### config.mk
export PLATFORM = sky130hd
export DESIGN_NAME = regfile_port_arbiter_flat
export DESIGN_NICKNAME = d
export VERILOG_FILES = /design/src/rtl/regfile_arb_pkg.sv /design/src/rtl/regfile_port_arbiter_if.sv /design/src/rtl/regfile_port_arbiter_rr_pick.sv /design/src/rtl/regfile_port_arbiter.sv /design/src/flat_wrapper.sv
export SDC_FILE = /design/constraint.sdc
export NUM_CORES = 1
export LEC_CHECK = 0
export ABC_AREA = 1
export CORE_ASPECT_RATIO = 1.5
export CORE_UTILIZATION = 43
export DETAILED_ROUTE_END_ITERATION = 12
export PLACE_DENSITY = 0.9
export SKIP_CTS_REPAIR_TIMING = 1
export SLEW_MARGIN = 20
export SYNTH_ARGS = -nofsm -noshare
export SYNTH_HDL_FRONTEND = slang
export SYNTH_SLANG_ARGS = --single-unit
### constraint.sdc
create_clock -name clk -period 3.9 [get_ports clk]
set_input_delay 0.78 -clock clk [delete_from_list [all_inputs] [get_ports clk]]
set_output_delay 0.78 -clock clk [all_outputs]
set_load 0.05 [all_outputs]
### src/rtl/regfile_arb_pkg.sv
// rtl/regfile_arb_pkg.sv - shared state encoding, default widths and id-width helper for the register-file port arbiter
package regfile_arb_pkg;

  localparam int DEF_ADDR_W = 4;
  localparam int DEF_DATA_W = 32;

  typedef enum logic [1:0] {
    ST_IDLE  = 2'd0,
    ST_ISSUE = 2'd1,
    ST_WAIT  = 2'd2,
    ST_RESP  = 2'd3
  } arb_state_t;

  // Width of a requester index; never narrower than one bit.
  function automatic int id_width(input int n);
    return (n > 1) ? $clog2(n) : 1;
  endfunction

endpackage

### src/rtl/regfile_port_arbiter_if.sv
// rtl/regfile_port_arbiter_if.sv - requester, register-file and response signals of the port arbiter
interface regfile_port_arbiter_if
  import regfile_arb_pkg::*;
#(
  parameter int NUM_REQ = 4,
  parameter int ADDR_W  = DEF_ADDR_W,
  parameter int DATA_W  = DEF_DATA_W
);

  localparam int ID_W = id_width(NUM_REQ);

  logic [NUM_REQ-1:0]        req;
  logic [NUM_REQ-1:0]        req_we;
  logic [NUM_REQ*ADDR_W-1:0] req_addr;
  logic [NUM_REQ*DATA_W-1:0] req_wdata;
  logic [NUM_REQ-1:0]        gnt;

  logic                      rf_write_en;
  logic [ADDR_W-1:0]         rf_write_line;
  logic [DATA_W-1:0]         rf_wdata;
  logic                      rf_read_en;
  logic [ADDR_W-1:0]         rf_read_line;
  logic [DATA_W-1:0]         rf_rdata;

  logic                      rsp_valid;
  logic [ID_W-1:0]           rsp_id;
  logic [DATA_W-1:0]         rsp_data;
  logic                      busy;

  // Requesters plus register file: drive requests and read data, observe the rest.
  modport master (
    output req, req_we, req_addr, req_wdata, rf_rdata,
    input  gnt, rf_write_en, rf_write_line, rf_wdata, rf_read_en, rf_read_line,
           rsp_valid, rsp_id, rsp_data, busy
  );

  // The arbiter itself.
  modport slave (
    input  req, req_we, req_addr, req_wdata, rf_rdata,
    output gnt, rf_write_en, rf_write_line, rf_wdata, rf_read_en, rf_read_line,
           rsp_valid, rsp_id, rsp_data, busy
  );

endinterface

### src/rtl/regfile_port_arbiter_rr_pick.sv
// rtl/regfile_port_arbiter_rr_pick.sv - combinational round-robin winner: first set mask bit at or after ptr
module rr_pick #(
  parameter int N   = 4,
  parameter int IDW = 2
) (
  input  logic [N-1:0]   mask,
  input  logic [IDW-1:0] ptr,
  output logic [N-1:0]   onehot,
  output logic [IDW-1:0] idx,
  output logic           any
);

  // Scan N positions starting at ptr, wrapping, and keep the first hit.
  always_comb begin
    int j;
    logic [IDW-1:0] jj;
    onehot = '0;
    idx    = '0;
    any    = 1'b0;
    j      = 0;
    jj     = '0;
    for (int i = 0; i < N; i++) begin
      j  = (int'(ptr) + i) % N;
      jj = IDW'(j);
      if (!any && mask[jj]) begin
        any        = 1'b1;
        onehot[jj] = 1'b1;
        idx        = jj;
      end
    end
  end

endmodule

### src/rtl/regfile_port_arbiter.sv
// rtl/regfile_port_arbiter.sv - round-robin sharing of one register-file write port and one read port; optional RFARB_WR_PRIORITY_EN favours writers
module regfile_port_arbiter
  import regfile_arb_pkg::*;
#(
  parameter int NUM_REQ = 4,
  parameter int ADDR_W  = DEF_ADDR_W,
  parameter int DATA_W  = DEF_DATA_W,
  parameter int RD_LAT  = 1
) (
  input logic                  clk,
  input logic                  reset,
  regfile_port_arbiter_if.slave bus
);

  localparam int IDW = id_width(NUM_REQ);

  arb_state_t         state_q, state_n;
  logic [IDW-1:0]     ptr_q, ptr_n;
  logic [IDW-1:0]     win_q, win_n;
  logic [2:0]         cnt_q, cnt_n;

  logic [NUM_REQ-1:0] gnt_q, gnt_n;
  logic               we_q, we_n;
  logic [ADDR_W-1:0]  wline_q, wline_n;
  logic [DATA_W-1:0]  wdata_q, wdata_n;
  logic               re_q, re_n;
  logic [ADDR_W-1:0]  rline_q, rline_n;
  logic               rsp_valid_q, rsp_valid_n;
  logic [IDW-1:0]     rsp_id_q, rsp_id_n;
  logic [DATA_W-1:0]  rsp_data_q, rsp_data_n;
  logic               busy_q, busy_n;

  logic [NUM_REQ-1:0] pick_mask;
  logic [NUM_REQ-1:0] pick_onehot;
  logic [IDW-1:0]     pick_idx;
  logic               pick_any;

  // Candidate set for arbitration; with writer priority, readers only compete when no writer is pending.
  always_comb begin
    pick_mask = bus.req;
`ifdef RFARB_WR_PRIORITY_EN
    if (|(bus.req & bus.req_we)) begin
      pick_mask = bus.req & bus.req_we;
    end
`endif
  end

  rr_pick #(
    .N   (NUM_REQ),
    .IDW (IDW)
  ) u_rr_pick (
    .mask   (pick_mask),
    .ptr    (ptr_q),
    .onehot (pick_onehot),
    .idx    (pick_idx),
    .any    (pick_any)
  );

  // Next state and next registered outputs; line/data/response fields hold unless refreshed.
  always_comb begin
    state_n     = state_q;
    ptr_n       = ptr_q;
    win_n       = win_q;
    cnt_n       = cnt_q;
    gnt_n       = '0;
    we_n        = 1'b0;
    wline_n     = wline_q;
    wdata_n     = wdata_q;
    re_n        = 1'b0;
    rline_n     = rline_q;
    rsp_valid_n = 1'b0;
    rsp_id_n    = rsp_id_q;
    rsp_data_n  = rsp_data_q;

    case (state_q)
      ST_IDLE: begin
        if (pick_any) begin
          state_n = ST_ISSUE;
          gnt_n   = pick_onehot;
          win_n   = pick_idx;
          ptr_n   = (pick_idx == IDW'(NUM_REQ - 1)) ? '0 : pick_idx + 1'b1;
          if (bus.req_we[pick_idx]) begin
            we_n    = 1'b1;
            wline_n = bus.req_addr[int'(pick_idx)*ADDR_W +: ADDR_W];
            wdata_n = bus.req_wdata[int'(pick_idx)*DATA_W +: DATA_W];
          end else begin
            re_n    = 1'b1;
            rline_n = bus.req_addr[int'(pick_idx)*ADDR_W +: ADDR_W];
          end
        end
      end
      ST_ISSUE: begin
        // re_q is high exactly when the issued access was a read.
        if (re_q) begin
          state_n = ST_WAIT;
          cnt_n   = 3'(RD_LAT - 1);
        end else begin
          state_n = ST_IDLE;
        end
      end
      ST_WAIT: begin
        if (cnt_q == 3'd0) begin
          state_n     = ST_RESP;
          rsp_valid_n = 1'b1;
          rsp_id_n    = win_q;
          rsp_data_n  = bus.rf_rdata;
        end else begin
          cnt_n = cnt_q - 3'd1;
        end
      end
      ST_RESP: begin
        state_n = ST_IDLE;
      end
      default: begin
        state_n = ST_IDLE;
      end
    endcase

    busy_n = (state_n != ST_IDLE);
  end

  // State register and output registers; reset abandons any in-flight read.
  always_ff @(posedge clk or posedge reset) begin
    if (reset) begin
      state_q     <= ST_IDLE;
      ptr_q       <= '0;
      win_q       <= '0;
      cnt_q       <= '0;
      gnt_q       <= '0;
      we_q        <= 1'b0;
      wline_q     <= '0;
      wdata_q     <= '0;
      re_q        <= 1'b0;
      rline_q     <= '0;
      rsp_valid_q <= 1'b0;
      rsp_id_q    <= '0;
      rsp_data_q  <= '0;
      busy_q      <= 1'b0;
    end else begin
      state_q     <= state_n;
      ptr_q       <= ptr_n;
      win_q       <= win_n;
      cnt_q       <= cnt_n;
      gnt_q       <= gnt_n;
      we_q        <= we_n;
      wline_q     <= wline_n;
      wdata_q     <= wdata_n;
      re_q        <= re_n;
      rline_q     <= rline_n;
      rsp_valid_q <= rsp_valid_n;
      rsp_id_q    <= rsp_id_n;
      rsp_data_q  <= rsp_data_n;
      busy_q      <= busy_n;
    end
  end

  assign bus.gnt           = gnt_q;
  assign bus.rf_write_en   = we_q;
  assign bus.rf_write_line = wline_q;
  assign bus.rf_wdata      = wdata_q;
  assign bus.rf_read_en    = re_q;
  assign bus.rf_read_line  = rline_q;
  assign bus.rsp_valid     = rsp_valid_q;
  assign bus.rsp_id        = rsp_id_q;
  assign bus.rsp_data      = rsp_data_q;
  assign bus.busy          = busy_q;

endmodule

### src/flat_wrapper.sv
// flat-port wrapper written by rule: the top's interface ports become plain ports
module regfile_port_arbiter_flat import regfile_arb_pkg::*;
#(
  parameter int NUM_REQ = 4,
  parameter int ADDR_W  = DEF_ADDR_W,
  parameter int DATA_W  = DEF_DATA_W,
  parameter int RD_LAT  = 1
)
  (clk, reset, bus_req, bus_req_we, bus_req_addr, bus_req_wdata, bus_rf_rdata, bus_gnt, bus_rf_write_en, bus_rf_write_line, bus_rf_wdata, bus_rf_read_en, bus_rf_read_line, bus_rsp_valid, bus_rsp_id, bus_rsp_data, bus_busy);
  regfile_port_arbiter_if #(.NUM_REQ(NUM_REQ), .ADDR_W(ADDR_W), .DATA_W(DATA_W)) bus_i ();
  input logic clk;
  input logic reset;
  input wire logic [$bits(bus_i.req)-1:0] bus_req;
  input wire logic [$bits(bus_i.req_we)-1:0] bus_req_we;
  input wire logic [$bits(bus_i.req_addr)-1:0] bus_req_addr;
  input wire logic [$bits(bus_i.req_wdata)-1:0] bus_req_wdata;
  input wire logic [$bits(bus_i.rf_rdata)-1:0] bus_rf_rdata;
  output wire logic [$bits(bus_i.gnt)-1:0] bus_gnt;
  output wire logic [$bits(bus_i.rf_write_en)-1:0] bus_rf_write_en;
  output wire logic [$bits(bus_i.rf_write_line)-1:0] bus_rf_write_line;
  output wire logic [$bits(bus_i.rf_wdata)-1:0] bus_rf_wdata;
  output wire logic [$bits(bus_i.rf_read_en)-1:0] bus_rf_read_en;
  output wire logic [$bits(bus_i.rf_read_line)-1:0] bus_rf_read_line;
  output wire logic [$bits(bus_i.rsp_valid)-1:0] bus_rsp_valid;
  output wire logic [$bits(bus_i.rsp_id)-1:0] bus_rsp_id;
  output wire logic [$bits(bus_i.rsp_data)-1:0] bus_rsp_data;
  output wire logic [$bits(bus_i.busy)-1:0] bus_busy;
  assign bus_i.req = bus_req;
  assign bus_i.req_we = bus_req_we;
  assign bus_i.req_addr = bus_req_addr;
  assign bus_i.req_wdata = bus_req_wdata;
  assign bus_i.rf_rdata = bus_rf_rdata;
  assign bus_gnt = bus_i.gnt;
  assign bus_rf_write_en = bus_i.rf_write_en;
  assign bus_rf_write_line = bus_i.rf_write_line;
  assign bus_rf_wdata = bus_i.rf_wdata;
  assign bus_rf_read_en = bus_i.rf_read_en;
  assign bus_rf_read_line = bus_i.rf_read_line;
  assign bus_rsp_valid = bus_i.rsp_valid;
  assign bus_rsp_id = bus_i.rsp_id;
  assign bus_rsp_data = bus_i.rsp_data;
  assign bus_busy = bus_i.busy;
  regfile_port_arbiter #(.NUM_REQ(NUM_REQ), .ADDR_W(ADDR_W), .DATA_W(DATA_W), .RD_LAT(RD_LAT)) u_core (.clk(clk), .reset(reset), .bus(bus_i));
endmodule
Word-level counts from Yosys, hierarchy flattened. Cells that the tools add are included.

Word-level logic and storage cells: 107. Bits in latches: 0. Output and inout bits: 82. Bits in writable memories: 0. Register bits after elaboration: 91. ROM bits: 0. Memories: 0.

Reduce and logical (&&, ||, !) cells: 19. $mul: 0. Muxes and demuxes: 48. Add/sub/neg operators: 5. $lt $le $gt $ge: 9. Divide/modulo/power cells: 0. Shift-type cells: 2. Equal/unequal tests: 6. Bitwise gates (word level): 4.

Operator list (count): variable part select 128 x 8 -> 32 bit (1); two-way mux 4 bit (6); two-way mux 1 bit (21); two-way mux 2 bit (8); variable part select 16 x 5 -> 4 bit (1); less-than comparator 2 x 3 -> 1 bit, second input constant (5); OR 4 bit (3); binary-select mux 1 bit (select 2 bit) (5); AND reduction 3 bit (3); demux 1 bit (select 2 bit) (4); greater-or-equal comparator 2 x 1 -> 1 bit, second input constant (4); case mux 2 bit (4 select lines) (1); logical AND 1 bit (7); equality test 2 bit, second input constant (3); two-way mux 3 bit (2); case mux 3 bit (2 select lines) (1); adder 2 x 1 -> 2 bit, second input constant (2); adder 2 bit, second input constant (2); AND reduction 2 bit (2); nonzero test 2 bit (2); logical NOT 1 bit (3); logical NOT 3 bit (1); subtractor 3 x 1 -> 3 bit, second input constant (1); equality test 2 x 1 -> 1 bit, second input constant (1); 4 further kinds (4).

Depth between registers and ports, before layout.
Depth in word-level cells: 17. Mapped depth: 16. Gate-level depth less buffers: 14.

Cells and area by module. A second synthesis with hierarchy kept.

Cell total of the unflattened synthesis: 888. Area, all modules: 5808.1 sq um.

Modules (own cells, without submodules): regfile_port_arbiter (area an instance 5367.6 sq um, seq. area each 2277.2 sq um, cells each 814, times used 1); rr_pick (area an instance 440.4 sq um, seq. area each 0.0 sq um, cells each 74, times used 1).

Least setup slack after synthesis. OpenSTA, ideal clock, no wires.

Path type: reg-to-reg. Start: register u_core.ptr_q[0]. End: register u_core.rline_q[3], in the netlist u_core.bus.rf_read_line[3]. Buffers on the path: 2. Clock period less this slack: 2443 ps. Arrival: 2325 ps. Slack: 1457 ps. Library setup time: 118 ps. Cell stages (with the launch flop): 15. Path through: dfrtp_1 -> inv_2 -> ha_1 -> inv_1 -> nand2_1 -> nand2_2 -> o21ai_1 -> nand2_1 -> buf_2 -> clkbuf_1 -> nand4_1 -> nand3_1 -> nand2_1 -> nand3_1 -> nand2_1.

Longest elaborated chain between the ends: 16.

RTL lines: start: declaration (line regfile_port_arbiter.sv:18) `logic [IDW-1:0] ptr_q, ptr_n;`; start signal: assignment (line regfile_port_arbiter.sv:141) `ptr_q <= ptr_n;`; parallel branches: the longest is 16 deep, another holds adder 2 x 1 -> 2 bit; end signal: assignment (line regfile_port_arbiter.sv:149) `rline_q <= rline_n;`; end: declaration (line regfile_port_arbiter.sv:27) `logic [ADDR_W-1:0] rline_q, rline_n;`.

Parallel ways; which one is timed is not known. The select of a mux whose other input is x is not followed. A chain may end at the register's enable or synchronous reset.

Worst setup path after layout.
Start: register u_core.ptr_q[0]. End: register u_core.wdata_q[17], in the netlist u_core.bus.rf_wdata[17].

Longest elaborated chain between the ends: 15.

RTL lines: parallel branches: the longest is 15 deep, another holds adder 2 x 1 -> 2 bit; end signal: assignment (line regfile_port_arbiter.sv:147) `wdata_q <= wdata_n;`; end: declaration (line regfile_port_arbiter.sv:25) `logic [DATA_W-1:0] wdata_q, wdata_n;`.

Parallel ways; which one is timed is not known. The select of a mux whose other input is x is not followed.

==> impl_metrics.yaml <==
status:
  outcome: "finished clean"
place:
  place_area_um2: 8826
  port_buffers: 267
  dp_hpwl_um: 14550
  dp_slack_ps: 522.6
  place_congestion: 0.8967
clocking:
  path_clk_slew_ps: 60
  root_buffer: "clkbuf_16"
  htree_levels: 3
  cts_tree: "done"
  cts_sinks: 91
  clockBufferDepth: 2
  clkLatencyLatePin_ps: 330
  cts_made_buffers: 9
floorplan:
  dieHeight_um: 147.6
  pin_count: 268
  dieWidth_um: 99.10
  rows: 52
  die_area_um2: 14630
  core-area_um2: 13660
  initial_utilization_pct: 44.51
timing:
  rsz0062_at_grt: "no"
  fmax_mhz: 301.2
  relSlewSlack_pct: 33.28
  setup_viol: 0
  maxSlewViolCount: 0
  skew_ps: 9.261
  min_period_over_period_pct: 85.14
  hold_violations: 0
  final.setup.tns_ps: 0
  period_needed_ps: 3320
  tightest_slew_ps: 994.7
  layout_setup_ws_ps: 579.7
worst_setup_path:
  cpMostUsedCell: "nand2_1"
  reg2reg_from: "u_core.ptr_q[0]"
  cp_max_fo: 22
  cp_cell_sequence: "inv_2 -> ha_1 -> inv_1 -> nand2_1 -> nand2_2 -> nor2_8 -> nand2_1 -> nor2_1 -> nor2_1 -> nor2_4 -> nand3_1 -> nand3_2 -> buf_4 -> nand2_1 -> nand2_1"
  start_kind: "flip-flop"
  path_class: "flip-flop to flip-flop"
  crit_family: "simple AND/OR/NAND/NOR gates"
  endpoint_kind: "flip-flop"
  rrSetupSlack_ps: 580
  r2r_cells: 15
  crit_arrival_ps: 3590
  cp_num_buf_inv: 3
  setup.worst_path.start: "u_core.ptr_q[0]"
  critical-path-max-stage-delay_ps: 610
  crit_path_end: "u_core.bus.rf_wdata[17]"
  rr_endpoint: "u_core.bus.rf_wdata[17]"
  crit_path_top_delay_cell: "dfrtp_1"
  path_depth: 15
  worstPathRequired_ps: 4170
global_route:
  grt_use_total_pct: 26.20
  grt-ovfl-total: 0
  antenna_found_initial: 1
  grt_max_degree: 51
  grt_pass1_vias: 6486
  grt_pass1_wl_um: 30390
logic_synthesis:
  yosysTopAreaCellShare_pct: 37.45
  syn_avg_cell_area_um2: 6.610
  yosys.area.top_type: "dfrtp_1"
  synth-edff-count: 0
  yosysMostFrequentCell: "nand2_1"
  synthesis.nets: 1119
  synthTopCellsByCount: "nand2_1, inv_1, nand3_1"
  synthFlopType: "dfrtp_1"
  netlist_area_um2: 6081
  synth_seq_cells: 91
  yosys_warnings: 0
  synthCells: 920
  async_reset_ff_share_pct: 100.0
  ys_types: 30
  ys_seq_area_share_pct: 37.45
  synth_area_leaders: "dfrtp_1, nand2_1, inv_1, nand3_1, nand4_1"
drt:
  drtIter0Drc: 419
  detail-route-antenna-nets: 0
  routed_wirelength_um: 18950
  wl_per_cell_um: 14.27
  viasPerCell: 5.150
  drc: 0
  vias: 6839
  dr.pass1.iters: 5
finish:
  final_layout_size_suffix_gt1_share_pct: 4.635
  area_growth_pct: 50.47
  stdcell_area_um2: 9150
  nNetsFinal: 1359
job:
  cap_violations: 0
min_path:
  hold_path_depth: 2
  hold_path_class: "flip-flop to flip-flop"
[cell type report]
cell class / count / area, um^2
clock inverters: 4 / 55.05
diodes: 1 / 2.502
repair buffers: 286 / 2828
well taps: 162 / 202.7
fillers: 1125 / 4513
clock buffers: 12 / 266.5
multi-input cells: 596 / 2855
flip-flops and latches: 91 / 2277
inverters: 176 / 663.1
[worst reg2reg max path, stage by stage (launching register included)]
cell,delay (ps)
dfrtp_1,610
inv_2,220
ha_1,450
inv_1,120
nand2_1,90
nand2_2,100
nor2_8,160
nand2_1,60
nor2_1,140
nor2_1,90
nor2_4,440
nand3_1,240
nand3_2,120
buf_4,270
nand2_1,90
nand2_1,70
[worst min-delay path by stage]
stage / end / start
final: u_core.bus.rsp_id[1] / u_core.bus.rsp_id[1]
after global routing: u_core.bus.rsp_data[21] / u_core.bus.rsp_data[21]
after CTS: u_core.bus.rsp_data[12] / u_core.bus.rsp_data[12]
after detailed placement: u_core.bus.rsp_data[12] / u_core.bus.rsp_data[12]
after global placement: u_core.bus.rsp_data[11] / u_core.bus.rsp_data[11]
after floorplan: u_core.bus.rsp_id[1] / u_core.win_q[1]
[layout by cell type, fill, tap and decap left out, drive strengths merged, types with 2 or more instances in the layout]
| master | instances |
|---|---|
| nor2 | 6 |
| clkinv | 2 |
| dfrtp | 91 |
| clkdlybuf4s50 | 267 |
| nand3 | 131 |
| clkbuf | 12 |
| nand2 | 339 |
| inv | 176 |
| a31oi | 5 |
| buf | 19 |
| ha | 13 |
| o21ai | 16 |
| nand4 | 76 |
| a21oi | 2 |
| o22ai | 2 |
[registers in the layout, indices dropped and copies added, names as in the netlist, 2 cells and up]
register                  flops
u_core.bus.rf_read_line       4
u_core.bus.gnt                4
u_core.bus.rsp_data          32
u_core.bus.rf_write_line      4
u_core.bus.rsp_id             2
u_core.ptr_q                  2
u_core.bus.rf_wdata          32
u_core.state_q                2
u_core.win_q                  2
u_core.cnt_q                  3
[cell families (layout without fill, tap and decap cells)]
family                     Yosys count  in the layout  share of synthesized area [%]
and+or+nand+nor                    554            554                          41.32
other                                0              1                              0
xor gates and xnor gates             1              1                         0.1441
buffers and inverters              233            478                          15.80
adders and majority gates           13             13                          2.675
AOI/OAI and AO/OA                   28             28                          2.613
DFF                                 91             91                          37.45
[through the flow]
| stage | hold slack, ps | cells | util, % |
|---|---|---|---|
| final | 479.2 | 1328 | 66.97 |
| after global routing | 493.8 | 1328 | 66.97 |
| after CTS | 480.4 | 1327 | 66.95 |
| after detailed placement | 464.0 | 1311 | 64.60 |
| after global placement | 461.3 | 1311 | 64.60 |
| after floorplan | 442.2 | 920 | - |
[per-layer routing]
metal / share of wire (%) / GRT usage [%] / vias up
met5: 0 / 0 / -
met4: 3.5 / 12.35 / 0
met3: 7.2 / 4.775 / 47
met2: 53 / 50.14 / 337
met1: 36 / 27.15 / 3102
li1: - / - / 3353
Power is not shown: default switching activity piles up to over one toggle a cycle in this logic, so the estimate is an artifact.
==> patch (same flow settings) <==
`NUM_REQ` is set to 4 in 3 places; all go to 5.
--- a/src/rtl/regfile_port_arbiter_if.sv
+++ b/src/rtl/regfile_port_arbiter_if.sv
@@ -2,7 +2,7 @@
 interface regfile_port_arbiter_if
   import regfile_arb_pkg::*;
 #(
-  parameter int NUM_REQ = 4,
+  parameter int NUM_REQ = 5,
   parameter int ADDR_W  = DEF_ADDR_W,
   parameter int DATA_W  = DEF_DATA_W
 );
--- a/src/rtl/regfile_port_arbiter.sv
+++ b/src/rtl/regfile_port_arbiter.sv
@@ -2,7 +2,7 @@
 module regfile_port_arbiter
   import regfile_arb_pkg::*;
 #(
-  parameter int NUM_REQ = 4,
+  parameter int NUM_REQ = 5,
   parameter int ADDR_W  = DEF_ADDR_W,
   parameter int DATA_W  = DEF_DATA_W,
   parameter int RD_LAT  = 1
--- a/src/flat_wrapper.sv
+++ b/src/flat_wrapper.sv
@@ -1,7 +1,7 @@
 // flat-port wrapper written by rule: the top's interface ports become plain ports
 module regfile_port_arbiter_flat import regfile_arb_pkg::*;
 #(
-  parameter int NUM_REQ = 4,
+  parameter int NUM_REQ = 5,
   parameter int ADDR_W  = DEF_ADDR_W,
   parameter int DATA_W  = DEF_DATA_W,
   parameter int RD_LAT  = 1
Interface: changed (6 resized); port bits go from 268 to 308. The function was not compared with the original's and may differ.
==> patch against the original RTL <==
Sequential cell count up 4. Largest cell class unchanged. Worst setup slack worse by 1.0 ns. Area after synthesis up 29%. Wire length up 57%. Critical endpoint is now u_core.bus.rf_wdata[14]$_DFFE_PP0P_. Worst hold slack worse by 0.0070 ns. Design area up 39%. Count of clock-buffer cells in the layout down 3. The flow now finishes with violations (negative setup slack). Fmax down 24%.
Power is not shown: default switching activity piles up to over one toggle a cycle in this logic, so the estimate is an artifact.
==> patch: results (changes against the original RTL) <==
Outcome
  – Status: complete, but fails checks
  – Failing checks: negative setup slack

Synthesis
  – Top cells by count, synth: nand2_1, nand3_1, inv_1
  – Yosys cell types: 48 (+60%)
  – Syn_area_per_cell: 6.505 µm² (-1.6%)
  – Syn_nets: 1459 (+30%)
  – Synth top area cells: dfrtp_1, nand2_1, nand3_1
  – Post-synth ARST share: 1.000 (unchanged)
  – Register area share after synthesis: 0.3020 (-0.07247)

Placed design
  – # placed instances: 1749 (+33%)
  – DP Worst Slack: -0.2477 ns (-0.7703 ns)
  – Port-buffer cells: 307 (+15%)
  – Hpwl dp: 22080 µm (+52%)
  – Routability cong.: 0.9225 (+2.9%)

Setup path
  – R2R cell count: 33 (+18)
  – Worst Setup SP: u_core.ptr_q[1]$_DFFE_PP0P_
  – Max stage delay on crit path: 0.40 ns (-0.21 ns)
  – Crit path max fanout: 8 (-64%)
  – R2r endpoint: u_core.bus.rf_wdata[14]$_DFFE_PP0P_

STA
  – Final setup fails: 50 (+50)
  – Clock skew: 0.01118 ns (+0.001917 ns)
  – Worst slew margin: 0.3985 (+0.06567)
  – Worst Setup Slack, final: -0.4460 ns (-1.026 ns)

Detailed routing
  – Vias per Instance: 5.231 (+1.6%)
  – DR WL/cell: 16.55 µm (+16%)
  – DRT Pass-1 Iters: 7 (+2)

CTS
  – Clock Latency Late Sink: 0.36 ns (+0.03 ns)

GRT
  – Vias in the first global route: 8859 (+37%)
  – Largest net degree at the start of global routing: 73 (+43%)
  – Global Route Usage Sum: 0.2917 (+0.02971)
  – First-pass GRT wire length: 42860 µm (+41%)

Finish
  – # nets final: 1824 (+34%)
  – Ant diodes: 0 (-1)
  – Finished Layout Cells: 1797 (+35%)
  – Layout cells sized above 1: 0.2000 (+0.1536)
  – Fill cell count: 1336 (+19%)
patch: cell types whose count changed in the layout (fill, tap and decap cells not counted), sizes merged, moves of 21 or more:
cell	unedited run	this run
buf	19	100
nand3	131	226
nand2	339	495
nor2	6	27
inv	176	205
nand4	76	4
clkdlybuf4s50	267	307
patch: worst min-delay path by stage:
stage	start	to	slack, ns	depth (start not counted)
5_1_grt	u_core.bus.rsp_data[6]$_DFFE_PP0P_	u_core.bus.rsp_data[6]$_DFFE_PP0P_	0.49	2
3_5_place_dp	u_core.bus.rf_wdata[10]$_DFFE_PP0P_	u_core.bus.rf_wdata[10]$_DFFE_PP0P_	0.46	2
4_1_cts	u_core.bus.rf_wdata[10]$_DFFE_PP0P_	u_core.bus.rf_wdata[10]$_DFFE_PP0P_	0.48	2
6_report	u_core.bus.rsp_id[1]$_DFFE_PP0P_	u_core.bus.rsp_id[1]$_DFFE_PP0P_	0.47	2
2_1_floorplan	u_core.win_q[1]$_DFFE_PP0P_	u_core.bus.rsp_id[1]$_DFFE_PP0P_	0.45	2
3_3_place_gp	u_core.bus.rsp_data[6]$_DFFE_PP0P_	u_core.bus.rsp_data[6]$_DFFE_PP0P_	0.45	2
patch: cell type report:
class / count / area (µm²) / area share
Multi-Input combinational cell: 851 / 4770 / 0.3738
Timing Repair Buffer: 413 / 4233 / 0.3317
Sequential cell: 95 / 2380 / 0.1865
Inverter: 205 / 807.0 / 0.06324
Tap cell: 217 / 271.5 / 0.02128
Clock buffer: 9 / 225.2 / 0.01765
Clock inverter: 7 / 75.07 / 0.005883
patch: worst register-to-register path: cells and delay by family (launching register included):
family        cells  cell delay (ns)
simple gates     20             2.07
xor+xnor          1             0.16
flops             1             0.40
fa+ha+maj         4             0.76
buf+inv           8             0.85
patch: cells by family after synthesis:
| logic type | after synthesis | synth area share |
|---|---|---|
| xor gates and xnor gates | 10 | 0.01542 |
| buffers and inverters | 265 | 0.1578 |
| adders and majority gates | 25 | 0.03974 |
| AOI/OAI and AO/OA | 59 | 0.05294 |
| and+or+nand+nor | 756 | 0.4320 |
| DFF | 95 | 0.3020 |
patch: stage by stage:
stage	instance area, µm²	setup TNS (ns)	utilization
2_1_floorplan	7989	-7.060	-
3_3_place_gp	11620	-1.632	0.6477
3_5_place_dp	11620	-8.606	0.6477
4_1_cts	11920	-9.444	0.6644
5_1_grt	12760	-26.78	0.7112
6_report	12760	-16.93	0.7112
patch: layer usage:
metal	GRT usage	up-vias	part of all wire
li1	-	4473	-
met1	0.2989	4284	0.35
met2	0.5223	504	0.50
met3	0.06044	138	0.074
met4	0.2122	2	0.081
met5	0	-	0.00061
